[src/rtl/fifo_sc_param_if.sv]
// Bundle of the handshake, data and status signals of the single-clock FIFO.
// The master side (producer/consumer logic) drives requests and write data.
// The slave side (the FIFO itself) drives read data and occupancy/error status.
interface fifo_sc_param_if #(
    parameter int WIDTH = 8,
    parameter int DEPTH = 16,
    localparam int CW   = $clog2(DEPTH + 1)
) ();
    logic             wr_en;
    logic             re_en;
    logic [WIDTH-1:0] buf_in;
    logic             err_clr;
    logic [WIDTH-1:0] buf_out;
    logic [CW-1:0]    count;
    logic             buf_full;
    logic             buf_emp;
    logic             almost_full;
    logic             almost_emp;
    logic             overflow;
    logic             underflow;

    modport master (
        output wr_en, re_en, buf_in, err_clr,
        input  buf_out, count, buf_full, buf_emp,
        input  almost_full, almost_emp, overflow, underflow
    );

    modport slave (
        input  wr_en, re_en, buf_in, err_clr,
        output buf_out, count, buf_full, buf_emp,
        output almost_full, almost_emp, overflow, underflow
    );
endinterface

[src/rtl/fifo_sc_param.sv]
// Single-clock parametrised FIFO with programmable almost-full/almost-empty
// levels, standard or first-word-fall-through read data, and sticky
// overflow/underflow flags. Depth need not be a power of two: the pointers
// wrap on an explicit compare against the last entry.
module fifo_sc_param #(
    parameter int WIDTH  = 8,
    parameter int DEPTH  = 16,
    parameter int AF_LVL = DEPTH - 2,
    parameter int AE_LVL = 2,
    parameter int FWFT   = 0,
    localparam int CW    = $clog2(DEPTH + 1)
) (
    input  logic           clk,
    input  logic           rst,
    fifo_sc_param_if.slave bus
);
    localparam int            PW       = $clog2(DEPTH);
    localparam logic [PW-1:0] LAST_PTR = PW'(DEPTH - 1);
    localparam logic [CW-1:0] FULL_CNT = CW'(DEPTH);
    localparam logic [CW-1:0] AF_CNT   = CW'(AF_LVL);
    localparam logic [CW-1:0] AE_CNT   = CW'(AE_LVL);

    logic [WIDTH-1:0] mem_q [DEPTH];
    logic [PW-1:0]    wr_ptr_q, wr_ptr_d;
    logic [PW-1:0]    rd_ptr_q, rd_ptr_d;
    logic [CW-1:0]    count_q, count_d;
    logic [WIDTH-1:0] buf_q, buf_d;
    logic             ovf_q, ovf_d;
    logic             unf_q, unf_d;
    logic             full_s, emp_s;
    logic             wr_acc_s, rd_acc_s;
    logic [WIDTH-1:0] fwft_data_s;

    // Advance a storage pointer by one entry, wrapping after the last entry.
    function automatic logic [PW-1:0] ptr_inc(input logic [PW-1:0] p);
        logic [PW-1:0] r;
        if (p == LAST_PTR) begin
            r = '0;
        end else begin
            r = p + PW'(1);
        end
        return r;
    endfunction

    assign full_s = (count_q == FULL_CNT);
    assign emp_s  = (count_q == '0);

    // Accept decisions and next-state values for pointers, count, read data and error flags.
    always_comb begin
        rd_acc_s = bus.re_en & ~emp_s;
        // A full FIFO still takes a write when a read frees a slot in the same cycle.
        wr_acc_s = bus.wr_en & (~full_s | rd_acc_s);

        wr_ptr_d = wr_ptr_q;
        rd_ptr_d = rd_ptr_q;
        buf_d    = buf_q;
        if (wr_acc_s) begin
            wr_ptr_d = ptr_inc(wr_ptr_q);
        end else begin
            wr_ptr_d = wr_ptr_q;
        end
        if (rd_acc_s) begin
            rd_ptr_d = ptr_inc(rd_ptr_q);
            buf_d    = mem_q[rd_ptr_q];
        end else begin
            rd_ptr_d = rd_ptr_q;
            buf_d    = buf_q;
        end

        case ({wr_acc_s, rd_acc_s})
            2'b10:   count_d = count_q + CW'(1);
            2'b01:   count_d = count_q - CW'(1);
            default: count_d = count_q;
        endcase

        // A new error in the same cycle as err_clr keeps the flag set.
        ovf_d = (ovf_q & ~bus.err_clr) | (bus.wr_en & ~wr_acc_s);
        unf_d = (unf_q & ~bus.err_clr) | (bus.re_en & ~rd_acc_s);
    end

    // Control state registers; reset discards all stored data.
    always_ff @(posedge clk) begin
        if (rst) begin
            wr_ptr_q <= '0;
            rd_ptr_q <= '0;
            count_q  <= '0;
            buf_q    <= '0;
            ovf_q    <= 1'b0;
            unf_q    <= 1'b0;
        end else begin
            wr_ptr_q <= wr_ptr_d;
            rd_ptr_q <= rd_ptr_d;
            count_q  <= count_d;
            buf_q    <= buf_d;
            ovf_q    <= ovf_d;
            unf_q    <= unf_d;
        end
    end

    // Storage array write; contents are deliberately left uncleared by reset.
    always_ff @(posedge clk) begin
        if (!rst && wr_acc_s) begin
            mem_q[wr_ptr_q] <= bus.buf_in;
        end
    end

    // Fall-through data: head entry while occupied, zero when empty.
    always_comb begin
        fwft_data_s = '0;
        if (emp_s) begin
            fwft_data_s = '0;
        end else begin
            fwft_data_s = mem_q[rd_ptr_q];
        end
    end

    assign bus.buf_out     = (FWFT != 0) ? fwft_data_s : buf_q;
    assign bus.count       = count_q;
    assign bus.buf_full    = full_s;
    assign bus.buf_emp     = emp_s;
    assign bus.almost_full = (count_q >= AF_CNT);
    assign bus.almost_emp  = (count_q <= AE_CNT);
    assign bus.overflow    = ovf_q;
    assign bus.underflow   = unf_q;
endmodule
[src/flat_wrapper.sv]
// flat-port wrapper written by rule: the top's interface ports become plain ports
module fifo_sc_param_flat 
#(
    parameter int WIDTH  = 8,
    parameter int DEPTH  = 16,
    parameter int AF_LVL = DEPTH - 2,
    parameter int AE_LVL = 2,
    parameter int FWFT   = 0,
    localparam int CW    = $clog2(DEPTH + 1)
)
  (clk, rst, bus_wr_en, bus_re_en, bus_buf_in, bus_err_clr, bus_buf_out, bus_count, bus_buf_full, bus_buf_emp, bus_almost_full, bus_almost_emp, bus_overflow, bus_underflow);
  fifo_sc_param_if #(.WIDTH(WIDTH), .DEPTH(DEPTH)) bus_i ();
  input  logic clk;
  input  logic rst;
  input wire logic [$bits(bus_i.wr_en)-1:0] bus_wr_en;
  input wire logic [$bits(bus_i.re_en)-1:0] bus_re_en;
  input wire logic [$bits(bus_i.buf_in)-1:0] bus_buf_in;
  input wire logic [$bits(bus_i.err_clr)-1:0] bus_err_clr;
  output wire logic [$bits(bus_i.buf_out)-1:0] bus_buf_out;
  output wire logic [$bits(bus_i.count)-1:0] bus_count;
  output wire logic [$bits(bus_i.buf_full)-1:0] bus_buf_full;
  output wire logic [$bits(bus_i.buf_emp)-1:0] bus_buf_emp;
  output wire logic [$bits(bus_i.almost_full)-1:0] bus_almost_full;
  output wire logic [$bits(bus_i.almost_emp)-1:0] bus_almost_emp;
  output wire logic [$bits(bus_i.overflow)-1:0] bus_overflow;
  output wire logic [$bits(bus_i.underflow)-1:0] bus_underflow;
  assign bus_i.wr_en = bus_wr_en;
  assign bus_i.re_en = bus_re_en;
  assign bus_i.buf_in = bus_buf_in;
  assign bus_i.err_clr = bus_err_clr;
  assign bus_buf_out = bus_i.buf_out;
  assign bus_count = bus_i.count;
  assign bus_buf_full = bus_i.buf_full;
  assign bus_buf_emp = bus_i.buf_emp;
  assign bus_almost_full = bus_i.almost_full;
  assign bus_almost_emp = bus_i.almost_emp;
  assign bus_overflow = bus_i.overflow;
  assign bus_underflow = bus_i.underflow;
  fifo_sc_param #(.WIDTH(WIDTH), .DEPTH(DEPTH), .AF_LVL(AF_LVL), .AE_LVL(AE_LVL), .FWFT(FWFT)) u_core (.clk(clk), .rst(rst), .bus(bus_i));
endmodule
[config.mk]
export PLATFORM = sky130hd
export DESIGN_NAME = fifo_sc_param_flat
export DESIGN_NICKNAME = d
export VERILOG_FILES = /design/src/rtl/fifo_sc_param_if.sv /design/src/rtl/fifo_sc_param.sv /design/src/flat_wrapper.sv
export SDC_FILE = /design/constraint.sdc
export NUM_CORES = 1
export LEC_CHECK = 0
export BUFFER_PORTS_ARGS = -buffer_cell sky130_fd_sc_hd__buf_2
export CORE_UTILIZATION = 40
export CTS_BUF_LIST = sky130_fd_sc_hd__clkbuf_16
export DETAILED_ROUTE_END_ITERATION = 8
export MAX_ROUTING_LAYER = met4
export SLEW_MARGIN = 30
export SYNTH_ARGS = -nofsm -noshare
export SYNTH_HDL_FRONTEND = slang
export SYNTH_SLANG_ARGS = --single-unit
[constraint.sdc]
create_clock -name clk -period 4.39 [get_ports clk]
set_input_delay 0.878 -clock clk [delete_from_list [all_inputs] [get_ports clk]]
set_output_delay 0.878 -clock clk [all_outputs]
set_load 0.02 [all_outputs]
==> results of run 1 <==
## Yosys cell counts (all sizes together)
master | number | share of area
edfxtp | 128 | 0.64
mux4 | 32 | 0.12
nor2 | 31 | 0.019
dfxtp | 23 | 0.076
mux2i | 18 | 0.030
clkbuf | 11 | 0.0068
nand2 | 11 | 0.0068
inv | 10 | 0.0062
nor3 | 10 | 0.0083
a21oi | 9 | 0.0074
ha | 9 | 0.019
nand3b | 9 | 0.012
buf | 8 | 0.0064
o221ai | 8 | 0.012
nand3 | 3 | 0.0025
a22oi | 2 | 0.0025
nand2b | 2 | 0.0021
nor2b | 2 | 0.0021
o21ai | 2 | 0.0023
xnor2 | 2 | 0.0029
xor2 | 2 | 0.0029
a2111oi | 1 | 0.0014
a21o | 1 | 0.0012
a311o | 1 | 0.0017
a311oi | 1 | 0.0014
a41oi | 1 | 0.0014
fa | 1 | 0.0033
mux2 | 1 | 0.0019
o31ai | 1 | 0.0035
or3 | 1 | 0.0010
or3b | 1 | 0.0014
or4 | 1 | 0.0012
## power breakdown
group | internal [mW] | switching (mW)
clock | 0.898 | 0.583
sequential | 1.62 | 0.0962
combinational | 0.307 | 0.421
## flip-flops by register name, summed over array words and instances, names as in the netlist
name                  cells
u_core.bus.count          5
u_core.wr_ptr_q           4
u_core.rd_ptr_q           4
u_core.bus.buf_out        8
u_core.bus.underflow      1
u_core.bus.overflow       1
u_core.mem_q            128
## cells in the final DEF, fill, tap and decap left out, types with 3 or more instances in the layout
cell	count
edfxtp_1	128
nand3b_1	8
nor2_1	29
dfxtp_1	21
buf_4	5
a21oi_1	9
nor3_1	8
bufinv_16	3
o221ai_1	8
nand3_1	3
buf_2	31
inv_1	12
mux4_2	32
clkinvlp_4	4
mux2i_1	18
nand2_1	11
ha_1	9
clkbuf_16	17
## worst max-delay path: stages (launching register included)
cell and delay, ns:
dfxtp_1 0.36, or4_1 0.68, o31ai_4 0.41, ha_1 0.31, inv_1 0.10, fa_1 0.38, nor2b_1 0.15, o21ai_0 0.12
nand3_1 0.10, or3b_2 0.46, mux2_2 0.28
## through the flow
step / setup WS (ns) / power [mW] / cells
final: 0.919 / 3.93 / 576
after global routing: 0.690 / 4.08 / 576
after CTS: 0.902 / 3.96 / 576
after detailed placement: 0.914 / 2.49 / 544
after global placement: 1.04 / 2.47 / 544
after floorplan: 1.15 / 2.26 / 343
## area by class of cell
cell class	instances	share of cell area
flip-flops and latches	151	0.614
repair buffers	36	0.0274
multi-input cells	163	0.234
clock buffers	17	0.0606
inverters	10	0.00535
well taps	184	0.0328
clock inverters	15	0.0253
## per-layer routing
layer / share of wire / routed length, um / track usage
met1: 0.44 / 5170 / 0.206
met2: 0.51 / 6020 / 0.280
met3: 0.042 / 501 / 0.0407
met4: 0.014 / 163 / 0.0653
met5: 0 / 0 / -
## path summary, 6_finish.rpt
path                                                        from                               end  cells after the start
worst max-delay path            u_core.bus.count[0]$_SDFFE_PP0P_  u_core.bus.count[4]$_SDFFE_PP0P_                     10
worst min-delay path             u_core.bus.underflow$_SDFF_PP0_   u_core.bus.underflow$_SDFF_PP0_                      2
worst max register to register  u_core.bus.count[0]$_SDFFE_PP0P_  u_core.bus.count[4]$_SDFFE_PP0P_                     10
worst min register to register   u_core.bus.underflow$_SDFF_PP0_   u_core.bus.underflow$_SDFF_PP0_                      2
## kinds of logic (layout without fill, tap and decap cells)
group,Yosys count,count (layout),share of synthesized area
AOI/OAI and AO/OA,27,27,0.0345
xor gates and xnor gates,4,4,0.00579
adders and majority gates,10,10,0.0219
buffers and inverters,29,78,0.0194
DFF,151,151,0.711
muxes,51,51,0.151
and+or+nand+nor,71,71,0.0564
==> results.md, run 1 <==
- Syn Area/Cell: 17.6 um2
- Worst hold path type: flop to flop
- Largest net degree at the start of global routing: 37
- Post-Syn Nets: 366
- WHS: 0.514 ns
- Violated checks: design-rule violations
- Row count: 44
- Register area share after synthesis: 0.711
- Final setup violating endpoints: 0
- Max VDD drop: 0.288 mV
- CTS tree: yes
- Layout cells sized above 1: 0.278
- Leakage power: 2.31 nW
- Core ar.: between 0.01 and 0.015 mm2
- GRT Total Usage: 0.171
- Crit path kind: flop to flop
- Startpoint types: flop
- Number of diodes: 0
- Initial antenna violation count: 0
- DRC: 9
- Slew Viols, Final: 0
- Slew HR: 0.365
- Clk_lat worst skew: 0.42 ns
- Worst EP arrival: roughly 3.8 ns
- Cts bufs inserted: 17
- Area occupied by multi-input gates: 0.00165 mm2
- Total grt overflow: 0
- IO Port Bufs: 31
- Routed Antenna Nets: 0
- Chip width: between 100 and 150 um
- Starting Density: 0.413
- Status: finished, violations left
- Vias/cell: approximately 5.4
- Vias in the first global route: 3,282
- R2R Setup Slk: 0.92 ns
- Post-Syn Instances: 343
- RSZ-0062 raised after global routing: no
- F_max: around 290 MHz
- Pwr Density: 560 mW/mm2
- Nets: 402
- Netlist cell types: 35
- Clock transition at path regs: 0.06 ns
- FILL cells: 1,250
- Wirelength per Cell: 20.6 um
- Initial drt markers: 260
- Pre-antenna DRT Iters: 6
- Total Routed Length: around 12,000 um
- Storage element area: 0.00431 mm2
- Die Ht: 125 um
- Total of max-cap violations: 0
- DP Area: between 0.006 and 0.007 mm2
- Synth Warn #: 0
- CTS Hold Buffers Added: 0
- Crit path time final: 3.47 ns
- Total negative setup slack: 0 ns
- Fin util: 0.479
- P&R area growth vs syn: 16.0%
- Final Skew: 0.0108 ns
- Clock tree buffer depth: 2
- Worst Path Required: 4.69 ns
- Post-Syn Area: around 0.0061 mm2
- Clock sinks: 151
- Final hold violation count: 0
- Seq cells post-synth: 151
- Final worst-path cycle share: 0.791
- Setup crit end kind: flop
- DR vias: 3,113
- DP HPWL: 7290 um
- Final GP Congestion: 0.758
- Ports: 32
- Design area: 0.00702 mm2
- First-pass GRT wire length: 18,600 um
- Setup bufs post-CTS: 0
- Tightest Pin Transition: 0.949 ns
- Clock root buffer: clkbuf_16
- Post-CTS resize count: 0
- Crit-path max FO: 8
- Die area: 0.0156 mm2
- H-tree levels: 4
No activity file was read; power rests on OpenSTA's default activity.
==> inputs of run 2 (changes only) <==
--- a/config.mk
+++ b/config.mk
@@ -5,6 +5,7 @@
 export SDC_FILE = /design/constraint.sdc
 export NUM_CORES = 1
 export LEC_CHECK = 0
+export ABC_AREA = 1
 export BUFFER_PORTS_ARGS = -buffer_cell sky130_fd_sc_hd__buf_2
 export CORE_UTILIZATION = 40
 export CTS_BUF_LIST = sky130_fd_sc_hd__clkbuf_16
==> constraint.sdc (replaced) <==
create_clock -name clk -period 3.2 [get_ports clk]
set_input_delay 0.64 -clock clk [delete_from_list [all_inputs] [get_ports clk]]
set_output_delay 0.64 -clock clk [all_outputs]
set_load 0.02 [all_outputs]
==> results.md, run 2 <==
- Synth top area share: 0.566 (-0.0689)
- CTS tree: yes
- Setup bufs post-CTS: 0 (unchanged)
- Synth Flop Type: edfxtp_1
- Ports: 32 (unchanged)
- Commonest non-fill, non-tap cell in the layout: nand2_1
- Register area share after synthesis: 0.634 (-0.0772)
- CTS Hold Buffers Added: 0 (unchanged)
- Worst hold path type: flop to flop
- Clock tree buffer depth: 2 (unchanged)
- Count leader, synth: nand2_1
- Post-synth EDFFs: 128 (unchanged)
- NetSw: 1.88 mW (+71%)
- Total of max-cap violations: 0 (unchanged)
- Core ar.: 0.0166 mm2 (+13%)
- Post-CTS resize count: 0 (unchanged)
- DP Area: 0.00709 mm2 (+11%)
- Worst Path Required: 3.57 ns (-1.12 ns)
- F_max: 388 MHz (+35%)
- Final worst-path cycle share: 0.806 (+0.0154)
- Wirelength per Cell: 16.1 um (-22%)
- Final Skew: 0.00583 ns (-0.00500 ns)
- DP HPWL: 10,500 um (+44%)
- Cell count of the worst reg-to-reg path: 8 (-2)
- Synth area leaders: edfxtp_1, nand2_1, inv_1
- Worst EP arrival: 2.94 ns (-0.83 ns)
- Syn Area/Cell: 9.38 um2 (-47%)
- Final GP Congestion: 0.950 (+25%)
- Critical R2R Launch: u_core.rd_ptr_q[0]$_SDFFE_PP0P_
- DRC: 0 (-9)
- Final worst slack: 0.620 ns (-0.298 ns)
- Startpoint types: flop
- WHS Path Cells: 2 (unchanged)
- Total Routed Length: 15,900 um (+34%)
- Largest net degree at the start of global routing: 58 (+57%)
- Chip width: 132 um (+5.8%)
- Vias in the first global route: 4,695 (+43%)
- GRT Total Usage: 0.200 (+0.0294)
- Slew Viols, Final: 0 (unchanged)
- DR vias: 4,792 (+54%)
- Number of flip-flops in the largest register: 128 (unchanged)
- Yosys top cell by area: edfxtp_1
- Starting Density: 0.409 (-0.00389)
- Netlist cell types: 25 (-29%)
- Initial drt markers: 522 (+100%)
- Pwr Density: 759 mW/mm2 (+36%)
- Final setup violating endpoints: 0 (unchanged)
- Final hold violation count: 0 (unchanged)
- Status: finished clean
- Worst slack at placement: 0.593 ns (-0.321 ns)
- Reg power frac: 0.400 (-0.038)
- Number of diodes: 0 (unchanged)
- WHS: 0.461 ns (-0.0529 ns)
- Vias/cell: 4.86 (-10%)
- Biggest register: u_core.mem_q
- Clock root buffer: clkbuf_16
- Slew HR: 0.472 (+0.107)
- Die Ht: 132 um (+5.8%)
- Pre-antenna DRT Iters: 5 (-1)
- Hold Crit Endpoint: u_core.bus.underflow$_SDFF_PP0_
- Most frequent cells in the layout: nand2_1, edfxtp_1, inv_1
- Clock transition at path regs: 0.06 ns (about the same)
- Row count: 47 (+6.8%)
- Crit-path max FO: 57 (+49)
- Tightest Pin Transition: 0.791 ns (-0.158 ns)
- Sw Ratio: 0.322 (+0.0419)
- Layout cells sized above 1: 0.0928 (-0.185)
- Total grt overflow: 0 (unchanged)
- Initial antenna violation count: 0 (unchanged)
- Clock power frac: 0.359 (-0.018)
- Clock sinks: 151 (unchanged)
- Design area: 0.00772 mm2 (+9.9%)
- Nets: 775 (+93%)
- H-tree levels: 4 (unchanged)
- Total negative setup slack: 0 ns (unchanged)
- Hold Path Origin: u_core.bus.underflow$_SDFF_PP0_
- Max VDD drop: 0.404 mV (+40%)
- Die area: 0.0175 mm2 (+12%)
- R2R Setup Slk: 0.62 ns (-0.30 ns)
- Setup crit end kind: flop
- IO Port Bufs: 31 (unchanged)
- Cts bufs inserted: 17 (unchanged)
- RSZ-0062 raised after global routing: no
- Post-synth ARST share: 0 (unchanged)
- Post-Syn Instances: 724 (+110%)
- Worst reg2reg path endpoint: u_core.bus.buf_out[3]$_SDFFE_PP0P_
- Post-Syn Area: 0.00679 mm2 (+12%)
- Commonest cells post-synth: nand2_1, edfxtp_1, inv_1
- Pint: 3.97 mW (+40%)
- Power share of the combinational group: 0.241 (+0.056)
- Seq cells post-synth: 151 (unchanged)
- Routed Antenna Nets: 0 (unchanged)
- Synth Warn #: 0 (unchanged)
- FILL cells: 1,591 (+27%)
- Post-Syn Nets: 747 (+100%)
- First-pass GRT wire length: 25,300 um (+36%)
- Crit path kind: flop to flop
- Clk_lat worst skew: 0.42 ns (about the same)
- Crit path time final: 2.58 ns (-0.892 ns)
- P&R area growth vs syn: 13.7%
- Leakage power: 3.37 nW (+46%)
run 2: final cells by class:
| type | instances | area [um2] | area share |
|---|---|---|---|
| repair buffers | 35 | 185 | 0.0240 |
| clock buffers | 17 | 425 | 0.0551 |
| clock inverters | 15 | 200 | 0.0259 |
| multi-input cells | 415 | 1830 | 0.237 |
| flip-flops and latches | 151 | 4310 | 0.558 |
| well taps | 220 | 275 | 0.0357 |
| inverters | 132 | 497 | 0.0644 |
run 2: cells by family (layout without fill, tap and decap cells):
kind of cell,Yosys count,in the layout,share of synthesized area
AOI/OAI and AO/OA,41,41,0.0311
xor gates and xnor gates,3,3,0.00387
buffers and inverters,158,199,0.0968
and+or+nand+nor,361,361,0.215
adders and majority gates,10,10,0.0195
DFF,151,151,0.634
run 2: worst max-delay path, stage by stage (launching register included):
cell	delay [ns]
dfxtp_2	0.78
clkinv_2	0.84
nand2_1	0.25
nand3_1	0.15
nand3_1	0.14
nand2_1	0.10
nor2_1	0.10
nor2_1	0.06
nor2_1	0.07
run 2: worst max-delay path by stage:
stage,slack (ns),from,to
final,0.62,u_core.rd_ptr_q[0]$_SDFFE_PP0P_,u_core.bus.buf_out[3]$_SDFFE_PP0P_
after global routing,0.26,u_core.rd_ptr_q[0]$_SDFFE_PP0P_,u_core.bus.buf_out[6]$_SDFFE_PP0P_
after CTS,0.82,u_core.bus.count[2]$_SDFFE_PP0P_,u_core.bus.count[4]$_SDFFE_PP0P_
after detailed placement,0.59,bus_re_en,u_core.bus.count[4]$_SDFFE_PP0P_
after global placement,0.66,bus_re_en,u_core.bus.count[4]$_SDFFE_PP0P_
after floorplan,0.96,bus_re_en,u_core.bus.count[4]$_SDFFE_PP0P_
run 2: power groups by stage:
stage / sequential, mW / combinational (mW) / clock (mW)
5_1_grt: 2.35 / 1.58 / 2.20
3_3_place_gp: 2.37 / 1.38 / 0
3_5_place_dp: 2.38 / 1.40 / 0
4_1_cts: 2.34 / 1.41 / 2.13
6_report: 2.34 / 1.41 / 2.10
2_1_floorplan: 2.41 / 1.00 / 0
run 2: metrics by stage:
stage               total power [mW]  utilization  cells
floorplan                       3.41            -    724
global placement                3.75        0.427    953
detailed placement              3.78        0.427    953
CTS                             5.88        0.465    985
global route                    6.13        0.465    985
finish                          5.85        0.465    985
run 2: layer usage:
metal  track usage  vias up  wire [um]
li1              -     2351          -
met5             -        -          0
met2         0.323      161       7800
met1         0.254     2253       6770
met4        0.0728        0        299
met3        0.0346       27        994
